## src/rtl/banco_registradores_pkg.sv

```systemverilog
// banco_registradores_pkg: register-file constants and reset values shared with boot ROM and testbench
package banco_registradores_pkg;
  localparam int NUM_REGS = 32;
  localparam int ENDERECO_W = 5;
  typedef logic [ENDERECO_W-1:0] endereco_t;
  localparam endereco_t REG_ZERO = 5'd0;
  localparam endereco_t REG_GP = 5'd28;
  localparam endereco_t REG_SP = 5'd29;
  localparam endereco_t REG_RA = 5'd31;
  localparam logic [31:0] SP_RESET_DEF = 32'h7FFF_EFFC;
  localparam logic [31:0] GP_RESET_DEF = 32'h1000_8000;
endpackage

```

## src/rtl/banco_registradores_if.sv

```systemverilog
// banco_registradores_if: read/write port bundle between decode/writeback and the register file
interface banco_registradores_if #(parameter int LARGURA = 32);
  logic RegWrite;
  logic [4:0] regLeitura1;
  logic [4:0] regLeitura2;
  logic [4:0] regEscrita;
  logic [LARGURA-1:0] dadoEscrita;
  logic [LARGURA-1:0] dadoLeitura1;
  logic [LARGURA-1:0] dadoLeitura2;
  modport master (output RegWrite, regLeitura1, regLeitura2, regEscrita, dadoEscrita, input dadoLeitura1, dadoLeitura2);
  modport slave (input RegWrite, regLeitura1, regLeitura2, regEscrita, dadoEscrita, output dadoLeitura1, dadoLeitura2);
endinterface

```

## src/rtl/banco_registradores.sv

```systemverilog
// banco_registradores: MIPS32 32x32 register file, 2 async reads, 1 sync write; BANCO_BYPASS_EN enables write-through bypass
module banco_registradores
  import banco_registradores_pkg::*;
#(
  parameter int LARGURA = 32,
  parameter logic [LARGURA-1:0] SP_RESET = SP_RESET_DEF,
  parameter logic [LARGURA-1:0] GP_RESET = GP_RESET_DEF
) (
  input logic clock,
  input logic reset,
  banco_registradores_if.slave bus
);
  logic [LARGURA-1:0] regs [1:NUM_REGS-1];
  function automatic logic [LARGURA-1:0] ler(input endereco_t a);
`ifdef BANCO_BYPASS_EN
    if (!reset && bus.RegWrite && a != REG_ZERO && a == bus.regEscrita) return bus.dadoEscrita;
`endif
    return a == REG_ZERO ? '0 : regs[a];
  endfunction
  // storage: async reset to boot values, then one write per edge; $0 has no storage
  always_ff @(posedge clock or posedge reset)
    if (reset)
      for (int i = 1; i < NUM_REGS; i++)
        regs[i] <= ENDERECO_W'(i) == REG_GP ? GP_RESET : ENDERECO_W'(i) == REG_SP ? SP_RESET : '0;
    else if (bus.RegWrite && bus.regEscrita != REG_ZERO)
      regs[bus.regEscrita] <= bus.dadoEscrita;
  // two independent combinational read ports
  always_comb begin
    bus.dadoLeitura1 = ler(bus.regLeitura1);
    bus.dadoLeitura2 = ler(bus.regLeitura2);
  end
endmodule

```

## src/flat_wrapper.sv

```systemverilog
// flat-port wrapper written by rule: the top's interface ports become plain ports
module banco_registradores_flat import banco_registradores_pkg::*;
#(
  parameter int LARGURA = 32,
  parameter logic [LARGURA-1:0] SP_RESET = SP_RESET_DEF,
  parameter logic [LARGURA-1:0] GP_RESET = GP_RESET_DEF
)
  (clock, reset, bus_RegWrite, bus_regLeitura1, bus_regLeitura2, bus_regEscrita, bus_dadoEscrita, bus_dadoLeitura1, bus_dadoLeitura2);
  banco_registradores_if #(.LARGURA(LARGURA)) bus_i ();
  input logic clock;
  input logic reset;
  input wire logic [$bits(bus_i.RegWrite)-1:0] bus_RegWrite;
  input wire logic [$bits(bus_i.regLeitura1)-1:0] bus_regLeitura1;
  input wire logic [$bits(bus_i.regLeitura2)-1:0] bus_regLeitura2;
  input wire logic [$bits(bus_i.regEscrita)-1:0] bus_regEscrita;
  input wire logic [$bits(bus_i.dadoEscrita)-1:0] bus_dadoEscrita;
  output wire logic [$bits(bus_i.dadoLeitura1)-1:0] bus_dadoLeitura1;
  output wire logic [$bits(bus_i.dadoLeitura2)-1:0] bus_dadoLeitura2;
  assign bus_i.RegWrite = bus_RegWrite;
  assign bus_i.regLeitura1 = bus_regLeitura1;
  assign bus_i.regLeitura2 = bus_regLeitura2;
  assign bus_i.regEscrita = bus_regEscrita;
  assign bus_i.dadoEscrita = bus_dadoEscrita;
  assign bus_dadoLeitura1 = bus_i.dadoLeitura1;
  assign bus_dadoLeitura2 = bus_i.dadoLeitura2;
  banco_registradores #(.LARGURA(LARGURA), .SP_RESET(SP_RESET), .GP_RESET(GP_RESET)) u_core (.clock(clock), .reset(reset), .bus(bus_i));
endmodule
```

## config.mk

```make
export PLATFORM = sky130hd
export DESIGN_NAME = banco_registradores_flat
export DESIGN_NICKNAME = d
export VERILOG_FILES = /design/src/rtl/banco_registradores_pkg.sv /design/src/rtl/banco_registradores_if.sv /design/src/rtl/banco_registradores.sv /design/src/flat_wrapper.sv
export SDC_FILE = /design/constraint.sdc
export NUM_CORES = 2
export LEC_CHECK = 0
export ABC_AREA = 1
export BUFFER_PORTS_ARGS = -buffer_cell sky130_fd_sc_hd__buf_2
export CORE_MARGIN = 4
export CORE_UTILIZATION = 30
export DETAILED_ROUTE_END_ITERATION = 8
export PLACE_DENSITY_LB_ADDON = 0.3
export SKIP_CTS_REPAIR_TIMING = 1
export SYNTH_ARGS = -nofsm -noshare
export SYNTH_HDL_FRONTEND = slang
export SYNTH_SLANG_ARGS = --single-unit
```

## constraint.sdc

```tcl
create_clock -name clock -period 42.7 [get_ports clock]
set_input_delay 2.135 -clock clock [delete_from_list [all_inputs] [get_ports clock]]
set_output_delay 2.135 -clock clock [all_outputs]
set_load 0.01 [all_outputs]
```

==> results.sh <==
export IMPL_status="finished, final reports clean"
export IMPL_synth_simple_gate_area_share_pct=35.8
export IMPL_dp_final_hpwl_um=124000
export IMPL_filler_cell_count_in_the_final_layout=19964
export IMPL_insertion_delay_ps=730
export IMPL_post_synthesis_register_bit_count=992
export IMPL_post_synth_top_count_cell="nand2_1"
export IMPL_synth_compound_gate_area_share_pct=11.3
export IMPL_detailed_router_s_first_iteration_violation_count=6781
export IMPL_timing_max_slew_rel_slack_pct=15.0
export IMPL_core_area_um2=186000
export IMPL_largest_register_ff_count=992
export IMPL_synth_enable_flop_cells=0
export IMPL_ys_flop_type="dfrtp_1"
export IMPL_area_delta_synth_final_pct=9.71
export IMPL_grt_pass1_wl_um=344000
export IMPL_clkTransAtPathRegs_ps=60
export IMPL_max_vdd_ir_drop_v=0.0000323
export IMPL_routed_wire_length_per_instance_um=22.1
export IMPL_critPathKind="primary input to primary output"
export IMPL_crit_end_category="primary output"
export IMPL_critical_path_cell_chain="buf_8 -> inv_8 -> nor2_4 -> buf_4 -> buf_4 -> nand2_1 -> nand3_1 -> nand3_1 -> nand2_1 -> nand2_1 -> nand2_1 -> buf_2"
export IMPL_hold_path_cell_count=2
export IMPL_async_reset_ff_share_pct=100
export IMPL_seqCellArea_um2=24900
export IMPL_drive_above_1_share_pct=6.41
export IMPL_finalCritPeriodShare_pct=20.1
export IMPL_hp_class="register to register"
export IMPL_highest_fanout_seen_on_the_critical_path=110
export IMPL_drt_first_pass_iters=6
export IMPL_multiInputGateArea_um2=26500
export IMPL_drt_drc_violations_left=0
export IMPL_ys_seq_area_share_pct=44.3
export IMPL_r2r_start="u_core.regs[966]"
export IMPL_final_nets=7918
export IMPL_finalNonFillerCells=10458
export IMPL_timing_critical_path_required_ps=40560
export IMPL_route_antenna_remaining_nets=0
export IMPL_initial_antenna_violation_count=27
export IMPL_place_gp_congestion=0.840
export IMPL_critPathArrivalTime_ps=6460
export IMPL_cp_depth=12
export IMPL_cts_made_buffers=109
export IMPL_synth_top_cells_by_count="2954 x nand2_1, 1473 x nand3_1, 962 x dfrtp_1, 808 x o21ai_0, 512 x clkbuf_1"
export IMPL_synth_top_cells_by_area="dfrtp_1 43%, nand2_1 20%, nand3_1 13%"
export IMPL_fp_dieArea_um2=194000
export IMPL_synthMuxAreaShare_pct=0
export IMPL_critical_path_reg2reg_endpoint="u_core.regs[966]"
export IMPL_holdCritStartpoint="u_core.regs[614]"
export IMPL_hold_viol_final=0
export IMPL_boundaryPins=114
export IMPL_clock_tree_htree_level_count=3
export IMPL_critical_path_top_delay_family="buffers and inverters"
export IMPL_post_synth_top_area_fraction_pct=42.9
export IMPL_die_h_um=441
export IMPL_max_stage_delay_ps=970
export IMPL_synth_cell_type_count=22
export IMPL_start_util_pct=30.2
export IMPL_maxClockFrequency_mhz=116
export IMPL_setup_viol_count_final=0
export IMPL_vias=55613
export IMPL_via_to_cell_ratio=5.32
export IMPL_critPathLaunchType="primary input"
export IMPL_synthXorXnorAreaFrac_pct=0
export IMPL_holdWs_ps=484
export IMPL_clockBufferDepth=3
export IMPL_maxCapViolations=0
export IMPL_rows=158
export IMPL_final_max_slew_violation_count=0
export IMPL_grt_pass1_vias=53160
export IMPL_drt_total_wl_um=231000
export IMPL_largest_register="u_core.regs"
export IMPL_grt_max_degree=195
export IMPL_cts_root_buffer_cell="clkbuf_16"
export IMPL_yosys_warnings=0
export IMPL_worstHoldEndpoint="u_core.regs[614]"
export IMPL_grt_use_total_pct=23.2
export IMPL_leakage_nw=29.1
export IMPL_setup_reg_to_reg_worst_slack_ps=41880
export IMPL_layout_top_registers="u_core.regs x992"
export IMPL_clock_skew_final_ps=0
export IMPL_cp_slowest_cell="nor2_4"
export IMPL_synth_adder_area_share_pct=0
export IMPL_setup_total_negative_slack_ps=0
export IMPL_place_inst=10237
export IMPL_synth_cells=8256
export IMPL_critPathMostFrequentCell="nand2_1"
export IMPL_layout_core_utilization_pct=33.1
export IMPL_tritoncts="built"
export IMPL_power_density_nw_per_um2=45.8
export IMPL_dieWidth_um=441
export IMPL_grt_setup_unrepaired="false"
export IMPL_clock_sink_count=992
export IMPL_crit_buf_inv=5
export IMPL_final_period_minus_worst_setup_slack_ps=8600
export IMPL_port_buffers=113
export IMPL_synth_top_family_by_area="simple AND/OR/NAND/NOR gates"
export IMPL_rr_worst_depth=2
export IMPL_mappedNetlistArea_um2=56100
export IMPL_synth_top_cell_by_area="dfrtp_1"
export IMPL_syn_nets=8306
export IMPL_synthesis_area_per_instance_um2=6.80
export IMPL_gr_total_overflow=0
export IMPL_tightest_slew_ps=1280
==> cell families after synthesis <==
group | count (synthesis)
compound gates | 1248
flops | 992
simple gates | 4807
buf+inv | 1209
==> how the worst max path moves through the flow <==
stage                             from                   end  slack, ps
floorplan                        reset        u_core.regs[0]      12710
global placement    bus_regLeitura2[0]  bus_dadoLeitura2[13]      34210
detailed placement  bus_regLeitura2[0]  bus_dadoLeitura2[13]      34240
CTS                 bus_regLeitura2[0]  bus_dadoLeitura2[13]      34220
global route        bus_regLeitura2[0]   bus_dadoLeitura2[6]      34020
finish              bus_regLeitura2[0]   bus_dadoLeitura2[5]      34100
==> cell type report <==
cell class	count	share of cell area, %
sequential	992	40.4
antenna	18	0.0731
clock inverter	44	0.839
inverter	507	3.18
tap	2480	5.04
multi-input combinational	6055	43.1
clock buffer	159	5.17
timing repair buffer	203	2.25
==> metal layers <==
| layer | up-vias | part of all wire (%) | track usage [%] |
|---|---|---|---|
| met1 | 26261 | 39 | 28.4 |
| met5 | - | 0.012 | 0 |
| met3 | 730 | 8.4 | 3.29 |
| li1 | 25750 | - | - |
| met4 | 4 | 7.1 | 15.5 |
| met2 | 2868 | 46 | 38.1 |
==> power breakdown <==
group	internal, mW	switching (mW)	total (mW)
Combinational	0.198	0.386	0.585
Sequential	1.13	0.120	1.25
Clock	0.571	0.420	0.991
Total	1.90	0.926	2.82
==> through the flow <==
step | area [um2] | total power, mW | worst slack [ps]
floorplan | 56100 | 1.67 | 12710
global placement | 57800 | 1.82 | 34210
detailed placement | 57800 | 1.84 | 34240
CTS | 61500 | 2.83 | 34220
global route | 61600 | 2.98 | 34020
finish | 61600 | 2.82 | 34100
==> worst register-to-register path: cells and delay by family (launching register included) <==
kind	cells	cell delay [ps]
simple gates	1	100
flops	1	480
compound gates	1	80
==> placed cells by master, fill, tap and decap left out, types with 7 or more instances in the layout <==
master	Yosys	final
nand2_1	2954	2944
inv_2	10	10
diode_2	0	18
buf_2	109	105
dfrtp_1	962	962
nand2_2	16	24
dfstp_2	30	30
buf_12	0	7
clkinv_2	0	27
nor2_1	348	346
bufinv_16	0	9
clkbuf_1	512	23
a21oi_2	33	33
nand3_1	1473	1473
clkbuf_16	0	109
buf_4	11	85
o21ai_0	808	808
nor3_4	9	9
o21ai_1	88	88
a21oi_1	319	319
clkbuf_8	0	27
inv_1	496	487
No activity file was read; power rests on OpenSTA's default activity.
